## src/rtl/pc_sequencer_if.sv

```systemverilog
// Front-end redirect/fetch bundle between the core and the PC sequencer.
// The sequencer uses the slave modport; the core-side driver uses master.
interface pc_sequencer_if;
  logic        trap_valid;
  logic [31:0] trap_vector;
  logic        jmp_valid;
  logic [31:0] jmp_target;
  logic        br_valid;
  logic [31:0] br_target;
  logic        stall;
  logic        if_ready;
  logic        if_valid;
  logic [31:0] if_pc;
  logic        flush;
  logic        misaligned;
  logic [15:0] redirect_count;

  modport master (
    output trap_valid, trap_vector, jmp_valid, jmp_target, br_valid, br_target,
           stall, if_ready,
    input  if_valid, if_pc, flush, misaligned, redirect_count
  );

  modport slave (
    input  trap_valid, trap_vector, jmp_valid, jmp_target, br_valid, br_target,
           stall, if_ready,
    output if_valid, if_pc, flush, misaligned, redirect_count
  );
endinterface

```

## src/rtl/pc_sequencer.sv

```systemverilog
// Fetch PC owner: arbitrates trap > jump > branch redirects, drives the fetch
// handshake, and runs a counted flush window after each accepted redirect.
module pc_sequencer #(
  parameter logic [31:0] RESET_PC    = 32'h0000_0000,
  parameter logic [31:0] TRAP_VEC    = 32'h0000_0100,
  parameter int unsigned FLUSH_DEPTH = 2
) (
  input  logic          i_clk,
  input  logic          i_rst,
  pc_sequencer_if.slave bus
);

  typedef enum logic [1:0] {BOOT, RUN, FLUSH} state_t;

  localparam logic [2:0] DEPTH = 3'(FLUSH_DEPTH);

  state_t      state_q, state_d;
  logic [2:0]  cnt_q, cnt_d;
  logic [31:0] pc_q, pc_d;
  logic [15:0] rcnt_q, rcnt_d;
  logic        mis_q, mis_d;

  logic        any_req;
  logic        accept;
  logic        fetch_fire;
  logic        if_valid;
  logic [31:0] sel_target;
  logic [31:0] clr_target;
  logic [31:0] fin_target;

  assign if_valid   = (state_q != BOOT) && !bus.stall;
  assign fetch_fire = if_valid && bus.if_ready;
  assign any_req    = bus.trap_valid || bus.jmp_valid || bus.br_valid;

  // Inside the flush window only traps may redirect; younger jumps/branches are squashed.
  assign accept = ((state_q == RUN) && any_req) ||
                  ((state_q == FLUSH) && bus.trap_valid);

  always_comb begin
    sel_target = bus.br_target;
    if (bus.trap_valid) begin
      sel_target = bus.trap_vector;
    end else if (bus.jmp_valid) begin
      sel_target = bus.jmp_target;
    end
  end

  assign clr_target = sel_target & ~32'h1;
  assign fin_target = clr_target[1] ? TRAP_VEC : clr_target;

  always_comb begin
    state_d = state_q;
    cnt_d   = cnt_q;
    pc_d    = pc_q;
    rcnt_d  = rcnt_q;
    mis_d   = 1'b0;

    case (state_q)
      BOOT: state_d = RUN;
      RUN: begin
        if (accept) begin
          state_d = FLUSH;
          cnt_d   = DEPTH;
        end
      end
      FLUSH: begin
        if (accept) begin
          cnt_d = DEPTH;
        end else if (cnt_q <= 3'd1) begin
          state_d = RUN;
          cnt_d   = 3'd0;
        end else begin
          cnt_d = cnt_q - 3'd1;
        end
      end
      default: state_d = BOOT;
    endcase

    // A redirect wins over both stall and a same-cycle fetch handshake.
    if (accept) begin
      pc_d  = fin_target;
      mis_d = clr_target[1];
      if (rcnt_q != 16'hFFFF) begin
        rcnt_d = rcnt_q + 16'd1;
      end
    end else if (fetch_fire) begin
      pc_d = pc_q + 32'd4;
    end
  end

  always_ff @(posedge i_clk or negedge i_rst) begin
    if (!i_rst) begin
      state_q <= BOOT;
      cnt_q   <= 3'd0;
      pc_q    <= RESET_PC;
      rcnt_q  <= 16'd0;
      mis_q   <= 1'b0;
    end else begin
      state_q <= state_d;
      cnt_q   <= cnt_d;
      pc_q    <= pc_d;
      rcnt_q  <= rcnt_d;
      mis_q   <= mis_d;
    end
  end

  assign bus.if_valid       = if_valid;
  assign bus.if_pc          = pc_q;
  assign bus.flush          = (state_q == FLUSH);
  assign bus.misaligned     = mis_q;
  assign bus.redirect_count = rcnt_q;

endmodule

```

## src/flat_wrapper.sv

```systemverilog
// flat-port wrapper written by rule: the top's interface ports become plain ports
module pc_sequencer_flat 
#(
  parameter logic [31:0] RESET_PC    = 32'h0000_0000,
  parameter logic [31:0] TRAP_VEC    = 32'h0000_0100,
  parameter int unsigned FLUSH_DEPTH = 2
)
  (i_clk, i_rst, bus_trap_valid, bus_trap_vector, bus_jmp_valid, bus_jmp_target, bus_br_valid, bus_br_target, bus_stall, bus_if_ready, bus_if_valid, bus_if_pc, bus_flush, bus_misaligned, bus_redirect_count);
  pc_sequencer_if bus_i ();
  input  logic i_clk;
  input  logic i_rst;
  input wire logic [$bits(bus_i.trap_valid)-1:0] bus_trap_valid;
  input wire logic [$bits(bus_i.trap_vector)-1:0] bus_trap_vector;
  input wire logic [$bits(bus_i.jmp_valid)-1:0] bus_jmp_valid;
  input wire logic [$bits(bus_i.jmp_target)-1:0] bus_jmp_target;
  input wire logic [$bits(bus_i.br_valid)-1:0] bus_br_valid;
  input wire logic [$bits(bus_i.br_target)-1:0] bus_br_target;
  input wire logic [$bits(bus_i.stall)-1:0] bus_stall;
  input wire logic [$bits(bus_i.if_ready)-1:0] bus_if_ready;
  output wire logic [$bits(bus_i.if_valid)-1:0] bus_if_valid;
  output wire logic [$bits(bus_i.if_pc)-1:0] bus_if_pc;
  output wire logic [$bits(bus_i.flush)-1:0] bus_flush;
  output wire logic [$bits(bus_i.misaligned)-1:0] bus_misaligned;
  output wire logic [$bits(bus_i.redirect_count)-1:0] bus_redirect_count;
  assign bus_i.trap_valid = bus_trap_valid;
  assign bus_i.trap_vector = bus_trap_vector;
  assign bus_i.jmp_valid = bus_jmp_valid;
  assign bus_i.jmp_target = bus_jmp_target;
  assign bus_i.br_valid = bus_br_valid;
  assign bus_i.br_target = bus_br_target;
  assign bus_i.stall = bus_stall;
  assign bus_i.if_ready = bus_if_ready;
  assign bus_if_valid = bus_i.if_valid;
  assign bus_if_pc = bus_i.if_pc;
  assign bus_flush = bus_i.flush;
  assign bus_misaligned = bus_i.misaligned;
  assign bus_redirect_count = bus_i.redirect_count;
  pc_sequencer #(.RESET_PC(RESET_PC), .TRAP_VEC(TRAP_VEC), .FLUSH_DEPTH(FLUSH_DEPTH)) u_core (.i_clk(i_clk), .i_rst(i_rst), .bus(bus_i));
endmodule
```

## config.mk

```make
export PLATFORM = sky130hd
export DESIGN_NAME = pc_sequencer_flat
export DESIGN_NICKNAME = d
export VERILOG_FILES = /design/src/rtl/pc_sequencer_if.sv /design/src/rtl/pc_sequencer.sv /design/src/flat_wrapper.sv
export SDC_FILE = /design/constraint.sdc
export NUM_CORES = 1
export LEC_CHECK = 0
export BUFFER_PORTS_ARGS = -buffer_cell sky130_fd_sc_hd__clkbuf_2
export CAP_MARGIN = 20
export CORE_UTILIZATION = 45
export DETAILED_ROUTE_END_ITERATION = 8
export GPL_ROUTABILITY_DRIVEN = 0
export PLACE_DENSITY = 0.77
export SETUP_SLACK_MARGIN = 0.15
export SYNTH_ARGS = -nofsm -noshare
export SYNTH_HDL_FRONTEND = slang
export SYNTH_SLANG_ARGS = --single-unit
```

## constraint.sdc

```tcl
create_clock -name i_clk -period 2.15 [get_ports i_clk]
set_clock_uncertainty 0.1 [all_clocks]
set_input_delay 0.215 -clock i_clk [delete_from_list [all_inputs] [get_ports i_clk]]
set_output_delay 0.215 -clock i_clk [all_outputs]
set_load 0.03 [all_outputs]
```

## Word level (Yosys, flattened, before mapping)

Index checks and enable logic that the tools add are counted.

- Register bits after elaboration: 54
- Input bits: 103
- Logic and storage cells: 44

- Add/subtract/negate cells: 3
- Order comparisons: 1
- Equal/unequal tests: 6
- Mux-type cells: 14
- Reductions and logical operators: 15

Operator list:

| cell | count |
|---|---|
| $mux W32 | 5 |
| $add A32 B3 Y32 const B | 1 |
| $add A16 B1 Y16 const B | 1 |
| $ne A16 B16 Y1 const B | 1 |
| $mux W3 | 3 |
| $mux W2 | 3 |
| $pmux W2 S3 | 1 |
| $pmux W3 S2 | 1 |
| $reduce_bool A2 Y1 | 3 |
| $logic_and A1 B1 Y1 | 4 |
| $ne A2 B1 Y1 const B | 2 |
| $reduce_and A2 Y1 | 2 |
| $le A3 B1 Y1 const B | 1 |
| $logic_or A1 B1 Y1 | 3 |
| $reduce_and A3 Y1 | 1 |
| $sub A3 B1 Y3 const B | 1 |
| $eq A2 B1 Y1 const B | 1 |
| $eq A2 B2 Y1 const B | 1 |
| $logic_not A2 Y1 | 1 |
| $ne A2 B2 Y1 const B | 1 |
| $logic_not A1 Y1 | 1 |
| $mux W1 | 1 |

## Longest topological paths before layout

Gate-level depths: netlist (run 1).

- Word-level depth: 6
- Depth in mapped cells: 7
- Depth with buffers taken out: 6

## Worst setup path before layout (run 1)

OpenSTA, ideal clock, no wires.

- Kind: register to register
- From: reg u_core.pc_q[13], in the netlist u_core.bus.if_pc[13]
- To: reg u_core.pc_q[27], in the netlist u_core.bus.if_pc[27]
- Arrival time: 1965 ps
- Data required time: 1927 ps
- Path slack: -38 ps
- Stages on the path, launching flop included: 7
- Period minus slack after synthesis: 2188 ps
- Path through: dfrtp_1 buf_2 nand4_1 or4_4 nor4_4 a31oi_1 o221a_1

- Cells in the longest elaborated chain, start to end: 3

RTL lines:

| item | RTL line | source |
|---|---|---|
| start, declared | pc_sequencer.sv:19 | `logic [31:0] pc_q, pc_d;` |
| start signal, assigned | pc_sequencer.sv:101 | `pc_q <= pc_d;` |
| $add A32 B3 Y32 | pc_sequencer.sv:87 | `pc_d = pc_q + 32'd4;` |
| $mux W32 | pc_sequencer.sv:86 | `end else if (fetch_fire) begin` |
| $mux W32 | pc_sequencer.sv:80 | `if (accept) begin` |

Every way passes these cells. The select of a mux whose other input is x is not followed.
A chain may end at the register's enable or synchronous reset.

## Worst setup path in the final report (run 1)

- From: reg u_core.pc_q[20], in the netlist u_core.bus.if_pc[20]
- To: reg u_core.pc_q[27], in the netlist u_core.bus.if_pc[27]

Same word-level chain as after synthesis.

==> results of run 1 <==
## timing repair
item                                    4_1_cts  5_1_grt
buffers inserted                              0       16
pin swaps                                     1        5
endpoints found under the hold margin        22        0
gates resized for setup                       1       10
hold buffers                                  1        0
endpoints found under the setup margin        4       35
## layout by cell type, fill, tap and decap left out, drive strengths merged, types with 4 or more instances in the layout
cell type and count:
and3 11, dfrtp 52, a31oi 7, nor3 13, nor2 43, o22ai 22, nand2 25, xnor2 14
nand3 15, xor2 18, clkbuf 153, and4 5, nand4 21, a21oi 29, nor4 7, inv 4
mux2i 33, buf 41, o21ai 9, mux2 4
## worst max-delay path: cells and delay by family (launching register included)
family	cells	cell delay, ns
AOI/OAI and AO/OA	2	0.36
DFF	1	0.43
and+or+nand+nor	3	0.97
## per-layer routing
layer / track usage (%) / up-vias
li1: - / 1828
met1: 34.1 / 1804
met2: 42.0 / 192
met3: 4.29 / 33
met4: 8.74 / 0
met5: 0 / -
## kinds of logic after synthesis
kind of cell             share of synthesized area [%]
buffers and inverters                             3.45
adder cells (fa/ha/maj)                           1.07
XOR/XNOR                                          7.98
other                                            0.107
AND/OR/NAND/NOR                                   23.5
multiplexers                                      10.7
AO/OA/AOI/OAI                                     16.2
flip-flops                                        37.0
## layout make-up
cell class              instances  area share [%]
well taps                      99            2.60
flip-flops and latches         52            27.5
clock buffers                   5            1.44
repair buffers                190            22.2
clock inverters                 3           0.577
multi-input cells             317            45.5
inverters                       3           0.236
## where the power goes
part	total (mW)	switching (mW)	internal, mW
Clock	0.606	0.367	0.240
Combinational	2.89	1.76	1.13
Sequential	1.77	0.438	1.33
Total	5.27	2.57	2.70
## metrics by stage
stage	util, %	instance area (sq um)
2_1_floorplan	-	3530
3_3_place_gp	60.4	4480
3_5_place_dp	60.4	4480
4_1_cts	62.0	4590
5_1_grt	64.4	4770
6_report	64.4	4770
## how the worst max path moves through the flow
stage | to | cells after the start | from
3_5_place_dp | u_core.bus.redirect_count[14] | 5 | u_core.state_q[0]
4_1_cts | u_core.bus.if_pc[23] | 7 | u_core.state_q[0]
2_1_floorplan | u_core.bus.if_pc[28] | 6 | u_core.bus.if_pc[13]
3_3_place_gp | u_core.bus.if_pc[27] | 5 | u_core.state_q[0]
6_report | u_core.bus.if_pc[27] | 5 | u_core.bus.if_pc[20]
5_1_grt | u_core.bus.if_pc[27] | 5 | u_core.bus.if_pc[15]
## flip-flops by register name (all words and copies together), names as in the netlist
signal,flops
u_core.bus.misaligned,1
u_core.state_q,2
u_core.bus.redirect_count,16
u_core.cnt_q,3
u_core.bus.if_pc,30
## Yosys cell counts, types with 4 or more instances
library cell / n
sky130_fd_sc_hd__a21oi_1: 29
sky130_fd_sc_hd__a31oi_1: 7
sky130_fd_sc_hd__and3_1: 11
sky130_fd_sc_hd__and4_1: 5
sky130_fd_sc_hd__buf_2: 10
sky130_fd_sc_hd__clkbuf_1: 11
sky130_fd_sc_hd__dfrtp_1: 52
sky130_fd_sc_hd__mux2_2: 4
sky130_fd_sc_hd__mux2i_1: 33
sky130_fd_sc_hd__nand2_1: 25
sky130_fd_sc_hd__nand3_1: 15
sky130_fd_sc_hd__nand4_1: 20
sky130_fd_sc_hd__nor2_1: 43
sky130_fd_sc_hd__nor3_1: 12
sky130_fd_sc_hd__nor4_1: 5
sky130_fd_sc_hd__o21ai_0: 9
sky130_fd_sc_hd__o22ai_1: 22
sky130_fd_sc_hd__xnor2_1: 14
sky130_fd_sc_hd__xor2_1: 18
==> results.sh, run 1 <==
export IMPL_finalNonFillerCells=669
export IMPL_topRoutingLayerUsed="met4"
export IMPL_timing_final_crit_share_pct=92.3
export IMPL_worstPathArrival_ns=2.09
export IMPL_finalSetupViolations=0
export IMPL_sequential_element_share_of_the_synthesized_area_pct=37.0
export IMPL_worst_hold_slack_ns=0.0937
export IMPL_place_inst=644
export IMPL_max_vdd_ir_drop_mv=0.598
export IMPL_holdPathStages=3
export IMPL_r2r_start="u_core.bus.if_pc[20]"
export IMPL_synth_area_sq_mm=0.00351
export IMPL_detailroute_wirelength_met2_um=5240
export IMPL_grt_pass1_wl_um=17100
export IMPL_drive_above_1_share_pct=40.4
export IMPL_criticalPathCategory="reg2reg"
export IMPL_drt_vias_per_instance=5.77
export IMPL_synthesis_area_per_instance_sq_um=8.89
export IMPL_status="completed"
export IMPL_grt_max_degree=39
export IMPL_synth_edff_count=0
export IMPL_synth_cell_types=54
export IMPL_floorplan_die_height_um=90.4
export IMPL_routed_wl_met3_um=744
export IMPL_power_density_mw_per_mm2=1100
export IMPL_placementRows=31
export IMPL_area_growth_syn_to_layout_pct=35.9
export IMPL_grt_setup_unrepaired="true"
export IMPL_cts_sinks=52
export IMPL_holdCritStartpoint="bus_trap_vector[15]"
export IMPL_post_route_drc_count=0
export IMPL_routed_length_per_instance_um=16.1
export IMPL_first_global_vias=3630
export IMPL_first_iter_violations=259
export IMPL_fin_tns_setup_ns=0
export IMPL_main_area_contributors_after_synthesis="sky130_fd_sc_hd__dfrtp_1, sky130_fd_sc_hd__mux2i_1, sky130_fd_sc_hd__nor2_1"
export IMPL_clock_buffer_depth=2
export IMPL_yosys_warnings=0
export IMPL_synth_largest_area_cell="sky130_fd_sc_hd__dfrtp_1"
export IMPL_cts_root_buffer="sky130_fd_sc_hd__clkbuf_8"
export IMPL_ys_dominant_reg_cell="sky130_fd_sc_hd__dfrtp_1"
export IMPL_setup_slack_placement_ns=0.150
export IMPL_worst_path_largest_cell_delay_ns=0.58
export IMPL_worst_setup_path_start_kind="flip-flop"
export IMPL_die_area_sq_mm=0.00816
export IMPL_cp_required_ns=2.25
export IMPL_cp_cell_sequence="nand4_1 > or4_4 > nor4_4 > a31oi_1 > o221a_1"
export IMPL_worstPathMaxFanout=5
export IMPL_total_leakage_power_nw=2.33
export IMPL_grt_overflow_total=0
export IMPL_multi_input_area_sq_mm=0.00217
export IMPL_cts_inserted_buffers=5
export IMPL_buffers_on_ports=148
export IMPL_detailedPlacementHpwl_um=8080
export IMPL_post_route_min_period_ns=1.99
export IMPL_wl_met1_um=4460
export IMPL_netlist_instances=395
export IMPL_synthArstFlopShare_pct=100
export IMPL_antenna_found_initial=0
export IMPL_postSynthRegisterBits=52
export IMPL_max_cap_violations=0
export IMPL_finalHoldViolations=0
export IMPL_crit_end_category="flip-flop"
export IMPL_coreArea_sq_mm=0.00741
export IMPL_tritoncts="yes"
export IMPL_nFillCells=629
export IMPL_count_of_tritonroute_iterations_in_the_first_routing_pass=5
export IMPL_cts_htree_levels=2
export IMPL_whs_endpoint="u_core.bus.if_pc[15]"
export IMPL_slowest_stage="sky130_fd_sc_hd__or4_4"
export IMPL_die_x_um=90.4
export IMPL_cts_reportedPaths_clkPinSlew_ns=0.11
export IMPL_design_power_total_mw=5.27
export IMPL_report_final_slew_viol_count=0
export IMPL_ioPinCount=154
export IMPL_antenna_left=0
export IMPL_setup_slack_ns=0.165
export IMPL_track_usage_pct=25.6
export IMPL_max_freq_mhz=504
export IMPL_ff_latch_area_sq_mm=0.00131
export IMPL_timing_reg2reg_setup_slack_ns=0.16
export IMPL_synthDominantCellAreaShare_pct=37.0
export IMPL_rr_endpoint="u_core.bus.if_pc[27]"
export IMPL_initial_cell_density_of_the_core_pct=47.4
export IMPL_finalNetCount=675
export IMPL_num_vias=3857
export IMPL_hp_class="in2reg"
export IMPL_wl_um=10700
export IMPL_max_slew_worst_pin_slew_ns=0.580
export IMPL_antenna_cells_inserted=0
export IMPL_worst_skew_pair_later_pin_latency_ns=0.32
export IMPL_maxSlewHeadroom_pct=61.3
export IMPL_r2r_cells=5
No activity file was read; power rests on OpenSTA's default activity.
==> run 2, diff against run 1 <==
--- a/config.mk
+++ b/config.mk
@@ -5,12 +5,13 @@
 export SDC_FILE = /design/constraint.sdc
 export NUM_CORES = 1
 export LEC_CHECK = 0
+export ABC_AREA = 1
 export BUFFER_PORTS_ARGS = -buffer_cell sky130_fd_sc_hd__clkbuf_2
 export CAP_MARGIN = 20
 export CORE_UTILIZATION = 45
 export DETAILED_ROUTE_END_ITERATION = 8
 export GPL_ROUTABILITY_DRIVEN = 0
-export PLACE_DENSITY = 0.77
+export PLACE_DENSITY = 0.74
 export SETUP_SLACK_MARGIN = 0.15
 export SYNTH_ARGS = -nofsm -noshare
 export SYNTH_HDL_FRONTEND = slang
==> run 2 against run 1 <==
Effect of this change: utilization is 6.8 points lower; register-to-register slack improved by 0.14 ns; global-route usage down 0.27 points; sequential power is 6% higher; setup slack gained 0.14 ns; clock power decreased by 2%; critical endpoint is now u_core.bus.if_pc[21]; largest cell class unchanged; highest routed layer unchanged.
==> results.sh, run 2 <==
export IMPL_status="completed"
export IMPL_worst_setup_path_start_kind="flip-flop"
export IMPL_ioPinCount=154
export IMPL_grt_max_degree=35
export IMPL_postSynthRegisterBits=52
export IMPL_timing_final_crit_share_pct=85.6
export IMPL_power_internal_mw=2.72
export IMPL_cts_root_buffer="sky130_fd_sc_hd__clkbuf_8"
export IMPL_initial_cell_density_of_the_core_pct=46.6
export IMPL_sequential_element_share_of_the_synthesized_area_pct=31.8
export IMPL_main_area_contributors_after_synthesis="sky130_fd_sc_hd__dfrtp_1, sky130_fd_sc_hd__nand2_1, sky130_fd_sc_hd__nor2_1"
export IMPL_grt_overflow_total=0
export IMPL_synthDominantCellAreaShare_pct=31.8
export IMPL_most_common_layout_cells="sky130_fd_sc_hd__nand2_1, sky130_fd_sc_hd__clkbuf_2, sky130_fd_sc_hd__nor2_1"
export IMPL_clock_buffer_depth=2
export IMPL_finalNetCount=918
export IMPL_num_vias=4777
export IMPL_detailedPlacementHpwl_um=9370
export IMPL_synth_common_cells="sky130_fd_sc_hd__nand2_1, sky130_fd_sc_hd__nor2_1, sky130_fd_sc_hd__nand3_1"
export IMPL_max_cap_violations=0
export IMPL_criticalPathCategory="reg2reg"
export IMPL_finalNonFillerCells=921
export IMPL_count_of_tritonroute_iterations_in_the_first_routing_pass=5
export IMPL_hp_class="in2async"
export IMPL_switching_power_total_mw=3.25
export IMPL_synthesis_area_per_instance_sq_um=6.14
export IMPL_die_x_um=97.3
export IMPL_synth_cell_types=34
export IMPL_comb_power_share_pct=58.8
export IMPL_final_common_cell="sky130_fd_sc_hd__nand2_1"
export IMPL_max_freq_mhz=543
export IMPL_tritoncts="yes"
export IMPL_drt_vias_per_instance=5.19
export IMPL_floorplan_die_height_um=97.3
export IMPL_report_final_slew_viol_count=0
export IMPL_nFillCells=891
export IMPL_antenna_found_initial=0
export IMPL_buffers_on_ports=148
export IMPL_synthArstFlopShare_pct=100
export IMPL_cts_sinks=52
export IMPL_wl_um=11800
export IMPL_finalSetupViolations=0
export IMPL_placementRows=34
export IMPL_antenna_cells_inserted=0
export IMPL_design_power_total_mw=5.97
export IMPL_largest_reg_flops=30
export IMPL_area_growth_syn_to_layout_pct=23.5
export IMPL_fin_tns_setup_ns=0
export IMPL_max_slew_worst_pin_slew_ns=0.600
export IMPL_first_global_vias=4395
export IMPL_netlist_instances=666
export IMPL_place_inst=912
export IMPL_max_vdd_ir_drop_mv=0.666
export IMPL_coreArea_sq_mm=0.00876
export IMPL_track_usage_pct=25.3
export IMPL_antenna_left=0
export IMPL_switching_share_pct=54.4
export IMPL_cp_required_ns=2.30
export IMPL_grt_setup_unrepaired="true"
export IMPL_setup_slack_placement_ns=0.271
export IMPL_worst_skew_pair_later_pin_latency_ns=0.32
export IMPL_sequential_power_share_pct=31.2
export IMPL_power_density_mw_per_mm2=1180
export IMPL_most_frequently_used_cell_type_in_the_post_synthesis_netlist="sky130_fd_sc_hd__nand2_1"
export IMPL_synth_largest_area_cell="sky130_fd_sc_hd__dfrtp_1"
export IMPL_total_leakage_power_nw=2.68
export IMPL_worstPathArrival_ns=1.99
export IMPL_first_iter_violations=288
export IMPL_synth_area_sq_mm=0.00409
export IMPL_cts_inserted_buffers=5
export IMPL_worstPathMaxFanout=6
export IMPL_finalHoldViolations=0
export IMPL_setup_slack_ns=0.309
export IMPL_post_route_min_period_ns=1.84
export IMPL_grt_pass1_wl_um=19800
export IMPL_r2r_cells=8
export IMPL_yosys_warnings=0
export IMPL_ys_dominant_reg_cell="sky130_fd_sc_hd__dfrtp_1"
export IMPL_drive_above_1_share_pct=24.6
export IMPL_maxSlewHeadroom_pct=60.0
export IMPL_die_area_sq_mm=0.00947
export IMPL_clockPowerShare_pct=9.9
export IMPL_cts_reportedPaths_clkPinSlew_ns=0.11
export IMPL_crit_end_category="flip-flop"
export IMPL_cts_htree_levels=2
export IMPL_synth_edff_count=0
export IMPL_routed_length_per_instance_um=12.8
export IMPL_post_route_drc_count=0
==> run 2: metal layers <==
metal | vias up | global-route usage, % | share of wire [%]
met5 | - | 0 | 0
met3 | 19 | 4.60 | 6.2
met4 | 0 | 8.82 | 2.2
li1 | 2403 | - | -
met1 | 2183 | 32.2 | 43
met2 | 172 | 43.1 | 49
==> run 2: worst max-delay path, stage by stage, from the launching register on <==
cell                      delay (ns)
sky130_fd_sc_hd__dfrtp_1        0.45
sky130_fd_sc_hd__nand2_1        0.08
sky130_fd_sc_hd__nor2_1         0.23
sky130_fd_sc_hd__nand2_1        0.20
sky130_fd_sc_hd__nor2_1         0.38
sky130_fd_sc_hd__nand2_1        0.09
sky130_fd_sc_hd__nand2_1        0.07
sky130_fd_sc_hd__nand3_1        0.06
sky130_fd_sc_hd__a21oi_1        0.12
==> run 2: through the flow <==
stage | instance area [sq um] | util (%) | hold slack (ns)
after global placement | 4920 | 56.2 | -0.0850
final | 5050 | 57.6 | 0.116
after detailed placement | 4920 | 56.2 | -0.0812
after CTS | 5030 | 57.4 | 0.115
after global routing | 5050 | 57.6 | 0.107
after floorplan | 4090 | - | -0.181
==> run 2: path summary, 6_finish.rpt <==
| check | to | start | slack (ns) |
|---|---|---|---|
| worst max-delay path | u_core.bus.if_pc[21] | u_core.bus.if_pc[4] | 0.31 |
| worst min-delay path | u_core.cnt_q[0] | i_rst | 0.12 |
| worst max register to register | u_core.bus.if_pc[21] | u_core.bus.if_pc[4] | 0.31 |
| worst min register to register | u_core.bus.redirect_count[12] | u_core.bus.redirect_count[12] | 0.43 |
| max in group asynchronous | u_core.bus.redirect_count[2] | i_rst | 1.30 |
| min in group i_clk | u_core.bus.if_pc[10] | bus_br_target[10] | 0.14 |
==> run 2: cell families (layout without fill, tap and decap cells) <==
| family | Yosys count | after routing | share of synthesized area (%) |
|---|---|---|---|
| flip-flops | 52 | 52 | 31.8 |
| XOR/XNOR | 17 | 17 | 3.64 |
| buffers and inverters | 91 | 237 | 9.83 |
| adder cells (fa/ha/maj) | 3 | 3 | 0.918 |
| other | 1 | 2 | 0.0917 |
| AO/OA/AOI/OAI | 94 | 94 | 13.0 |
| AND/OR/NAND/NOR | 408 | 408 | 40.7 |
==> run 2: power groups by stage <==
| stage | clock [mW] | sequential [mW] | combinational (mW) |
|---|---|---|---|
| after floorplan | 0 | 2.40 | 1.93 |
| after global placement | 0 | 1.85 | 3.41 |
| after detailed placement | 0 | 1.87 | 3.51 |
| after CTS | 0.597 | 1.86 | 3.52 |
| after global routing | 0.645 | 1.94 | 3.90 |
| final | 0.593 | 1.87 | 3.51 |
==> run 2: final cells by class <==
type                    count  area, sq um  area share, %
clock inverters             3         22.5          0.446
well taps                 108          135           2.68
repair buffers            164          863           17.1
clock buffers               5         68.8           1.36
flip-flops and latches     52         1300           25.8
inverters                  65          246           4.88
multi-input cells         524         2410           47.8
==> run 2: repair_timing <==
action	CTS	global route
resized for setup	0	6
endpoints found under the hold margin	52	0
endpoints found under the setup margin	0	25
hold buffers	1	0
setup buffers	0	0
